File: config.mk
export PLATFORM = sky130hd
export DESIGN_NAME = key_uart_decoder
export DESIGN_NICKNAME = d
export VERILOG_FILES = /design/src/rtl/key_uart_decoder_pkg.sv /design/src/rtl/key_uart_decoder_uart_rx_8n1.sv /design/src/rtl/key_uart_decoder.sv
export SDC_FILE = /design/constraint.sdc
export NUM_CORES = 1
export LEC_CHECK = 0
export BUFFER_PORTS_ARGS = -buffer_cell sky130_fd_sc_hd__buf_2
export CAP_MARGIN = 40
export CORE_UTILIZATION = 40
export DETAILED_ROUTE_END_ITERATION = 10
export PLACE_DENSITY = 0.59
export SLEW_MARGIN = 25
export SYNTH_ARGS = -nofsm -noshare
export SYNTH_HDL_FRONTEND = slang
export SYNTH_SLANG_ARGS = --single-unit
File: constraint.sdc
create_clock -name clk_i -period 2.62 [get_ports clk_i]
set_input_delay 0.262 -clock clk_i [delete_from_list [all_inputs] [get_ports clk_i]]
set_output_delay 0.262 -clock clk_i [all_outputs]
set_load 0.02 [all_outputs]
File: src/rtl/key_uart_decoder_pkg.sv
// Shared constants, receiver state encoding and baud divisor helper
// for the serial key-event decoder.
package key_uart_pkg;

    localparam int         KEY_COUNT       = 80;
    localparam logic [7:0] CMD_RELEASE_ALL = 8'h7F;
    localparam int         OVS             = 16;
    localparam int         MID_TICK        = 8;

    typedef enum logic [2:0] {
        IDLE,
        START,
        DATA,
        STOP,
        BREAK
    } rx_state_t;

    // Rounded clocks per oversample tick.
    function automatic int calc_div(input int clk_hz, input int baud);
        return (clk_hz + baud * 8) / (baud * 16);
    endfunction

endpackage

File: src/rtl/key_uart_decoder_uart_rx_8n1.sv
// 8N1 UART receiver with 16x oversampling, input synchroniser and
// framing check; emits one-cycle byte_valid / frame_err pulses.
module uart_rx_8n1
    import key_uart_pkg::*;
#(
    parameter int DIV = 27
) (
    input  logic       clk_i,
    input  logic       rst_i,
    input  logic       rx_i,
    output logic [7:0] data_o,
    output logic       byte_valid_o,
    output logic       frame_err_o
);

    localparam int TW = (DIV > 1) ? $clog2(DIV) : 1;

    logic            r_sync1;
    logic            r_sync2;
    logic            r_rx_d;
    logic [1:0]      r_warm;
    rx_state_t       r_state;
    logic [TW-1:0]   r_tick_cnt;
    logic [3:0]      r_ovs;
    logic [2:0]      r_bit;
    logic [7:0]      r_shift;
    logic            w_tick;
    logic            w_fall;

    assign w_tick = (r_tick_cnt == TW'(DIV - 1));
    // Edges are only trusted once the chain holds real line samples, so a
    // line that is already low when reset releases never looks like a start.
    assign w_fall = (r_warm == 2'd3) && r_rx_d && !r_sync2;

    always_ff @(posedge clk_i) begin
        if (rst_i) begin
            r_sync1 <= 1'b1;
            r_sync2 <= 1'b1;
            r_rx_d  <= 1'b1;
            r_warm  <= 2'd0;
        end else begin
            r_sync1 <= rx_i;
            r_sync2 <= r_sync1;
            r_rx_d  <= r_sync2;
            if (r_warm != 2'd3)
                r_warm <= r_warm + 2'd1;
        end
    end

    always_ff @(posedge clk_i) begin
        if (rst_i || r_state == IDLE || w_tick)
            r_tick_cnt <= '0;
        else
            r_tick_cnt <= r_tick_cnt + 1'b1;
    end

    always_ff @(posedge clk_i) begin
        if (rst_i) begin
            r_state      <= IDLE;
            r_ovs        <= 4'd0;
            r_bit        <= 3'd0;
            r_shift      <= 8'd0;
            data_o       <= 8'd0;
            byte_valid_o <= 1'b0;
            frame_err_o  <= 1'b0;
        end else begin
            byte_valid_o <= 1'b0;
            frame_err_o  <= 1'b0;
            case (r_state)
                IDLE: begin
                    r_ovs <= 4'd0;
                    if (w_fall)
                        r_state <= START;
                end
                START: begin
                    if (w_tick) begin
                        if (r_ovs == 4'(MID_TICK - 1)) begin
                            r_ovs   <= 4'd0;
                            r_bit   <= 3'd0;
                            r_state <= r_sync2 ? IDLE : DATA;
                        end else begin
                            r_ovs <= r_ovs + 4'd1;
                        end
                    end
                end
                DATA: begin
                    if (w_tick) begin
                        if (r_ovs == 4'(OVS - 1)) begin
                            r_ovs   <= 4'd0;
                            r_shift <= {r_sync2, r_shift[7:1]};
                            r_bit   <= r_bit + 3'd1;
                            if (r_bit == 3'd7)
                                r_state <= STOP;
                        end else begin
                            r_ovs <= r_ovs + 4'd1;
                        end
                    end
                end
                STOP: begin
                    if (w_tick) begin
                        if (r_ovs == 4'(OVS - 1)) begin
                            r_ovs <= 4'd0;
                            if (r_sync2) begin
                                data_o       <= r_shift;
                                byte_valid_o <= 1'b1;
                                r_state      <= IDLE;
                            end else begin
                                frame_err_o <= 1'b1;
                                r_state     <= BREAK;
                            end
                        end else begin
                            r_ovs <= r_ovs + 4'd1;
                        end
                    end
                end
                BREAK: begin
                    if (r_sync2)
                        r_state <= IDLE;
                end
                default: r_state <= IDLE;
            endcase
        end
    end

endmodule

File: src/rtl/key_uart_decoder.sv
// Serial key make/break decoder: maintains the CPC key state vector,
// counts framing errors and releases stuck keys after an idle timeout.
module key_uart_decoder
    import key_uart_pkg::*;
#(
    parameter int CLK_HZ      = 50000000,
    parameter int BAUD        = 115200,
    parameter int TIMEOUT_CYC = 100000000,
    parameter int NUM_KEYS    = KEY_COUNT
) (
    input  logic                clk_i,
    input  logic                rst_i,
    input  logic                uart_rx_i,
    output logic [NUM_KEYS-1:0] keyboard_o,
    output logic                key_event_o,
    output logic [6:0]          key_index_o,
    output logic                key_make_o,
    output logic                frame_err_o,
    output logic [7:0]          err_count_o,
    output logic                timeout_o
);

    localparam int DIV = calc_div(CLK_HZ, BAUD);
    localparam int TOW = $clog2(TIMEOUT_CYC + 1);

    logic [7:0]          w_data;
    logic                w_byte_valid;
    logic                w_frame_err;
    logic [6:0]          w_idx;
    logic                w_make;
    logic [NUM_KEYS-1:0] r_kb;
    logic [TOW-1:0]      r_to_cnt;
    logic [7:0]          r_err_cnt;

    uart_rx_8n1 #(.DIV(DIV)) u_rx (
        .clk_i        (clk_i),
        .rst_i        (rst_i),
        .rx_i         (uart_rx_i),
        .data_o       (w_data),
        .byte_valid_o (w_byte_valid),
        .frame_err_o  (w_frame_err)
    );

    assign w_idx       = w_data[6:0];
    assign w_make      = w_data[7];
    assign keyboard_o  = r_kb;
    assign frame_err_o = w_frame_err;
    assign err_count_o = r_err_cnt;

    // Any received byte, even an ignored index, counts as link activity and
    // takes priority over a timeout expiring in the same cycle.
    always_ff @(posedge clk_i) begin
        if (rst_i) begin
            r_kb        <= '0;
            r_to_cnt    <= '0;
            key_event_o <= 1'b0;
            key_index_o <= 7'd0;
            key_make_o  <= 1'b0;
            timeout_o   <= 1'b0;
        end else begin
            key_event_o <= 1'b0;
            timeout_o   <= 1'b0;
            if (w_byte_valid) begin
                r_to_cnt <= '0;
                if (w_data == CMD_RELEASE_ALL) begin
                    r_kb        <= '0;
                    key_event_o <= 1'b1;
                    key_index_o <= 7'd127;
                    key_make_o  <= 1'b0;
                end else if (int'(w_idx) < NUM_KEYS) begin
                    r_kb[w_idx] <= w_make;
                    key_event_o <= 1'b1;
                    key_index_o <= w_idx;
                    key_make_o  <= w_make;
                end
            end else if (r_to_cnt == TOW'(TIMEOUT_CYC)) begin
                if (|r_kb) begin
                    r_kb      <= '0;
                    timeout_o <= 1'b1;
                    r_to_cnt  <= '0;
                end
            end else begin
                r_to_cnt <= r_to_cnt + 1'b1;
            end
        end
    end

    always_ff @(posedge clk_i) begin
        if (rst_i)
            r_err_cnt <= 8'd0;
        else if (w_frame_err && r_err_cnt != 8'hFF)
            r_err_cnt <= r_err_cnt + 8'd1;
    end

endmodule

-- Word-level counts from Yosys, hierarchy flattened
Index checks and enable logic that the tools add are counted.
- register bits: 163
- input bits: 3
- output and inout bits: 99
- logic and storage cells: 125
- $add $sub $neg: 6
- $lt $le $gt $ge: 3
- equal/unequal tests: 25
- multiplexer cells: 41
- bitwise logic cells: 5
- reductions and logical operators: 26
- operator list (operator ; count):
    80-bit 2-to-1 mux ; 5
    80-bit bitwise mux ; 1
    80-bit OR reduction ; 1
    27-bit 2-to-1 mux ; 2
    3-bit 2-to-1 mux ; 14
    27-bit by 1-bit adder with 27-bit output, second input constant ; 1
    27-bit equality test, second input constant ; 1
    2-bit by 1-bit != test with 1-bit output, second input constant ; 11
    4-bit 2-to-1 mux ; 4
    3-bit case mux with 5 select lines ; 1
    7-bit 2-to-1 mux ; 2
    4-bit case mux with 3 select lines ; 1
    3-bit AND reduction ; 3
    9-bit AND reduction ; 1
    8-bit by 1-bit adder with 8-bit output, second input constant ; 1
    8-bit by 7-bit equality test with 1-bit output, second input constant ; 1
    7-bit by 8-bit less-than comparator with 1-bit output, second input constant ; 1
    1-bit 2-to-1 mux ; 8
    8-bit != test, second input constant ; 1
    2-bit nonzero test ; 4
    1-bit demux with 7-bit select ; 1
    7-bit by 1-bit greater-or-equal comparator with 1-bit output, second input constant ; 1
    7-bit less-than comparator, second input constant ; 1
    3-bit by 2-bit equality test with 1-bit output, second input constant ; 2
    other kinds (26) ; 37

-- Longest topological paths before layout
Gate-level depths: netlist of run 1.
- depth in word-level cells: 8
- gate-level depth with buffers: 10
- mapped depth without buffers: 8

-- Cells and area by module
Synthesis of run 1 repeated with hierarchy kept, for this count alone.
- cell total of the unflattened synthesis: 894
- area total of the unflattened synthesis: 7534.7 sq um
- by module, submodules not included (module ; instances ; cells an instance ; area each (sq um) ; sequential area each (sq um)):
    key_uart_decoder ; 1 ; 726 ; 5939.4 ; 2502.4
    uart_rx_8n1 ; 1 ; 168 ; 1595.3 ; 760.7

-- Worst setup path before layout of run 1
Ideal clock, no wire load.
- path type: register to register
- start point: reg r_kb[59], in the netlist keyboard_o[59]
- end point: reg r_kb[50], in the netlist keyboard_o[50]
- setup time: 0.079 ns
- arrival time: 1.995 ns
- data required time: 2.541 ns
- slack: 0.546 ns
- cell stages (with the launch flop): 9
- path buffers: 2
- period minus slack after synthesis: 2.074 ns
- path through: dfxtp_1 nor4_1 nand4_1 or4_4 o2bb2ai_2 buf_6 buf_6 nor2_1 a211oi_2
- longest elaborated chain between the ends: 3
- RTL lines (what ; line ; source):
    start, declared ; key_uart_decoder.sv:31 ; logic [NUM_KEYS-1:0] r_kb;
    start signal, assigned by index ; key_uart_decoder.sv:71 ; r_kb[w_idx] <= w_make;
    80-bit OR reduction ; key_uart_decoder.sv:77 ; if (|r_kb) begin
    2-bit nonzero test (no source line) ; -- ;
    3-bit AND reduction (no source line) ; -- ;
No other way between the ends.
A chain may end at the register's enable or synchronous reset.

-- Worst setup path in the final report of run 1
- start point: reg r_to_cnt[6]
- end point: reg r_kb[61], in the netlist keyboard_o[61]
- longest elaborated chain between the ends: 3
- RTL lines (what ; line ; source):
    start, declared ; key_uart_decoder.sv:32 ; logic [TOW-1:0] r_to_cnt;
    start signal, assigned ; key_uart_decoder.sv:83 ; r_to_cnt <= r_to_cnt + 1'b1;
    27-bit equality test ; key_uart_decoder.sv:76 ; end else if (r_to_cnt == TOW'(TIMEOUT_CYC)) begin
    2-bit nonzero test (no source line) ; -- ;
    3-bit AND reduction (no source line) ; -- ;
No other way between the ends.

==> flow_summary.toml, run 1 <==
[clocking]
postCtsSetupBuffers = 0
cts_inserted_buffers = 17
clock_sinks = 163
clk_pin_slew_ps = 60
insertion_delay_ps = 420
cts_root_buf = "clkbuf_16"
cts_tree = "done"
clk_path_buf_depth = 2
ctsHtreeMaxLevel = 4

[power]
peakVddDrop_mv = 0.4471
p_per_area_nw_per_um2 = 547.0
p_leak_nw = 3.754

[critical_path]
path_class = "reg2reg"
r2r_slack_ps = 210
worst_ep_arrival_time_ps = 2700
critical_path.startpoint = "r_to_cnt[6]"
worstSetupEndpoint = "keyboard_o[61]"
crit_path_end_kind = "register"
worstSetupStartpointType = "register"
reg2reg_from = "r_to_cnt[6]"
r2r-end = "keyboard_o[61]"
rr_worst_depth = 8
path_max_fanout = 25
worst_ep_required_time_ps = 2910

[sta]
final.setup_skew_ps = 7.168
setup_viol = 0
finalCritPeriodShare_pct = 92.11
fin_ws_ps = 206.8
max_freq_ghz = 0.4144
tightest_slew_ps = 788.5
finalCriticalPeriod_ps = 2413
drv_slew = 0
rsz0062_at_grt = "false"
hold_viol = 0
finalSetupTns_ps = 0
relSlewSlack_pct = 47.43

[grt]
grt_max_degree = 73
grt_remaining_overflow = 0
grtUsageTotal_pct = 22.95
first_global_vias = 6638
grt_pass1_wl_mm = 35.53
antenna_found_initial = 0

[logic_synthesis]
syn-num-nets = 963
synth_area_per_cell_um2 = 8.033
synth_area_leaders = "dfxtp_1 (43%), a21oi_1 (7.9%), o21ai_0 (7.4%)"
async_flop_share_pct = 0
synth_top_cell_area_share_pct = 42.71
synthFlopType = "dfxtp_1"
ys_ff_latch = 163
ys_seq_area_share_pct = 42.71
synth_area_leader_cell = "dfxtp_1"
ys_types = 51
synth.yosys.warnings = 0
synth_edf_count = 0
syn_area_um2 = 7640
synthCells = 951

[placed_design]
post-place-ws_ps = 231.6
hpwl_mm = 15.01
place_congestion = 0.8360
dp_cells = 1270
port_buffers = 101

[die]
die_w_um = 140.2
rows = 50
io_pins = 102
core-area_um2 = 18710
start_util_pct = 40.84
die_area_um2 = 19660
die_h_um = 140.2

[worst_hold_path]
hold_class = "in2reg"
holdPathStages = 2

[detailed_routing]
vias = 7242
drtPass1Iterations = 5
drcViolationCount = 0
wirelength_mm = 22.57
antenna_left = 0
routedWlPerCell_um = 17.35
vias_per_cell = 5.566
drtIter0Drc = 538

[final_layout]
final_common_cell = "dfxtp_1"
areaGrowthSynthToFinish_pct = 19.28
drive_gt1_share_pct = 18.65
antennaDiodeCount = 0
stdcell_count = 1301
final_cell_mix = "dfxtp_1 (163), a21oi_1 (120), o21ai_0 (112), buf_2 (100), nor2b_1 (79)"
final_nets = 1067

[status]
status = "completed"

[run]
maxCapViolations = 0
==> report_power, final <==
group | internal (W) | switching [W]
clock network | 0.00138 | 0.00101
logic | 0.0000286 | 0.0000633
registers | 0.00249 | 0.0000119
total | 0.00390 | 0.00108
==> area by class of cell <==
class,count,area (µm²)
Tap cell,234,292.8
Inverter,11,41.29
Clock inverter,7,75.07
Multi-Input combinational cell,717,4070
Timing Repair Buffer,145,888.4
Sequential cell,163,3263
Fill cell,1826,9593
Clock buffer,24,481.7
==> kinds of logic (layout without fill, tap and decap cells) <==
group | Yosys count | count (layout) | synth area share, %
xor+xnor | 19 | 19 | 2.178
simple gates | 373 | 373 | 26.94
flops | 163 | 163 | 42.71
buf+inv | 71 | 187 | 4.291
compound gates | 308 | 308 | 21.36
fa+ha+maj | 9 | 9 | 1.474
mux | 8 | 8 | 1.048
==> worst max-delay path, cell delays in order, from the launching register on <==
cell and delay (ps):
dfxtp_1 360, nor4_1 430, nand4_1 190, or4_1 550, o2bb2ai_4 160, buf_12 160, buf_12 160, o21ai_0 160
o21ai_0 100
==> sequential cells by signal, summed over array words and instances, names as in the netlist <==
register and flops:
err_count_o 8, key_event_o 1, key_index_o 7, key_make_o 1, keyboard_o 80, r_to_cnt 27, timeout_o 1, u_rx.byte_valid_o 1
u_rx.data_o 8, u_rx.frame_err_o 1, u_rx.r_bit 3, u_rx.r_ovs 4, u_rx.r_rx_d 1, u_rx.r_shift 8, u_rx.r_state 3, u_rx.r_sync1 1
u_rx.r_sync2 1, u_rx.r_tick_cnt 5, u_rx.r_warm 2
==> metal layers <==
layer  routed length [µm]  track usage (%)  vias to the layer above
met2                10070            34.76                      244
met4                  503            9.427                        0
met3                 1337            3.726                       42
li1                     -                -                     3571
met1                10660            32.34                     3385
met5                    0                0                        -
==> cell usage after synthesis, types with 4 or more instances <==
cell,instances
and3_1,10
inv_1,10
mux2i_1,8
nor3_1,10
dfxtp_1,163
buf_6,8
or3_1,13
clkbuf_1,49
xnor2_1,5
nand3_1,32
nand4_1,17
o21ai_0,113
or2_2,14
nor2_1,67
and4_1,5
a31oi_1,5
nand3b_1,5
nor4_1,25
a21oi_1,120
nand2_1,63
nor2b_1,79
o21a_1,7
ha_1,9
o21ai_1,49
nand2b_1,11
and2_1,4
xor2_1,14
==> metrics by stage <==
| step | power (W) | util, % | hold WS, ps | instance area (µm²) |
|---|---|---|---|---|
| 3_3_place_gp | 0.002649 | 45.69 | 392.0 | 8547 |
| 4_1_cts | 0.005034 | 48.67 | 5.377 | 9104 |
| 6_report | 0.004985 | 48.72 | 22.39 | 9112 |
| 2_1_floorplan | 0.002625 | - | 365.8 | 7640 |
| 5_1_grt | 0.005142 | 48.72 | 20.15 | 9112 |
| 3_5_place_dp | 0.002650 | 45.69 | 397.2 | 8547 |
==> worst min-delay path by stage <==
stage                       from            to  slack (ps)
floorplan              uart_rx_i  u_rx.r_sync1         370
global placement    u_rx.r_sync1  u_rx.r_sync2         390
detailed placement  u_rx.r_sync1  u_rx.r_sync2         400
CTS                    uart_rx_i  u_rx.r_sync1           5
global route           uart_rx_i  u_rx.r_sync1          20
finish                 uart_rx_i  u_rx.r_sync1          20
==> timing repair <==
item                                    4_1_cts  5_1_grt
resized for setup                             0        1
endpoints found under the setup margin        0        1
hold buffers                                  0        0
(Power assumes the default switching activity.)
==> run 2, diff against run 1 <==
REMOVE_ABC_BUFFERS = 1   (was not set)
==> run 2 against run 1 <==
  * Sequential share of layout area up 0.40 points
  * Clock-buffer cell count down 3
  * Maximum frequency down 1.6%
  * Register-to-register slack worse by 40 ps
==> flow_summary.toml, run 2 (same netlist as run 1, synthesis figures left out) <==
[run]
maxCapViolations = 0

[power]
p_leak_nw = 3.700
peakVddDrop_mv = 0.4760
p_per_area_nw_per_um2 = 559.4

[die]
die_w_um = 140.2
rows = 50
core-area_um2 = 18710
start_util_pct = 40.84
io_pins = 102
die_area_um2 = 19660
die_h_um = 140.2

[sta]
final.setup_skew_ps = 11.96
relSlewSlack_pct = 54.84
max_freq_ghz = 0.4077
hold_viol = 0
rsz0062_at_grt = "false"
finalCritPeriodShare_pct = 93.62
tightest_slew_ps = 677.4
finalCriticalPeriod_ps = 2453
whs_ps = 17.81
setup_viol = 0
drv_slew = 0

[clocking]
clk_path_buf_depth = 2
clk_pin_slew_ps = 60
ctsHoldBuffers = 0
postCtsSetupBuffers = 0
cts_resized = 0
clock_sinks = 163
cts_tree = "done"
insertion_delay_ps = 430
cts_root_buf = "clkbuf_16"
cts_inserted_buffers = 17
ctsHtreeMaxLevel = 4

[grt]
grtUsageTotal_pct = 22.97
first_global_vias = 6498
grt_pass1_wl_mm = 35.25
grt_max_degree = 81
grt_remaining_overflow = 0
antenna_found_initial = 0

[critical_path]
worst_ep_arrival_time_ps = 2800
path_max_fanout = 70
worst_ep_required_time_ps = 2970
worstSetupStartpointType = "register"
path_class = "reg2reg"
crit_path_end_kind = "register"

[detailed_routing]
antenna_left = 0
routedWlPerCell_um = 17.26
vias_per_cell = 5.548
wirelength_mm = 22.24
drtPass1Iterations = 5
drcViolationCount = 0
drtIter0Drc = 507
vias = 7152

[final_layout]
antennaDiodeCount = 0
drive_gt1_share_pct = 17.91
final_area_um2 = 9012
final_common_cell = "dfxtp_1"
final_util_pct = 48.18
final_cell_mix = "dfxtp_1 (163), a21oi_1 (120), o21ai_0 (112), buf_2 (100), nor2b_1 (79)"
final_nets = 1057
areaGrowthSynthToFinish_pct = 17.97
largest_reg_flops = 80
stdcell_count = 1289

[status]
status = "completed"

[placed_design]
place_congestion = 0.8022
place_area_um2 = 8447
port_buffers = 101
hpwl_mm = 14.91
dp_cells = 1260

[worst_hold_path]
hold_class = "in2reg"
[run 2: changes by cell type in the layout (fill, tap and decap cells not counted)]
cell,before,now
nor4b_4,1,0
clkbuf_8,3,2
buf_12,4,2
buf_4,41,33
bufinv_16,1,2
clkbuf_1,4,2
nor4b_2,0,1
[run 2: metal layers]
layer  share of wire (%)  up-vias  GRT usage [%]
met4                 1.6        0          8.386
met5                   0        -              0
met1                  50     3388          32.48
met2                  44      189          35.08
met3                 4.8       24          3.795
li1                    -     3551              -
[run 2: cell type report]
class / instances / area, µm²
inverters: 11 / 41.29
clock inverters: 8 / 105.1
fillers: 1854 / 9693
flip-flops and latches: 163 / 3263
multi-input cells: 717 / 4061
repair buffers: 135 / 788.3
well taps: 234 / 292.8
clock buffers: 21 / 460.4
[run 2: power breakdown]
part	switching, W	internal, W
logic	0.0000643	0.0000292
registers	0.0000118	0.00249
clock network	0.00101	0.00144
[run 2: critical path, stage by stage, from the launching register on]
cell       delay, ps
dfxtp_1          360
nor4_1           470
nand4_1          200
or4_4            570
o2bb2ai_4        200
buf_12           280
o21ai_0          140
o21ai_0           80
[run 2: worst paths after layout]
check | from | to | slack [ps] | cells after the start
worst min register to register | u_rx.r_sync1 | u_rx.r_sync2 | 410 | 1
worst min-delay path | uart_rx_i | u_rx.r_sync1 | 20 | 2
worst max-delay path | keyboard_o[47] | keyboard_o[62] | 170 | 7
worst max register to register | keyboard_o[47] | keyboard_o[62] | 170 | 7
[run 2: stage by stage]
step / setup WS (ps) / total power, W / setup TNS, ps
detailed placement: 225.9 / 0.002652 / 0
global placement: 207.4 / 0.002652 / 0
CTS: 200.5 / 0.005083 / 0
finish: 167.0 / 0.005042 / 0
global route: 4.078 / 0.005178 / 0
floorplan: -790.1 / 0.002596 / -47630
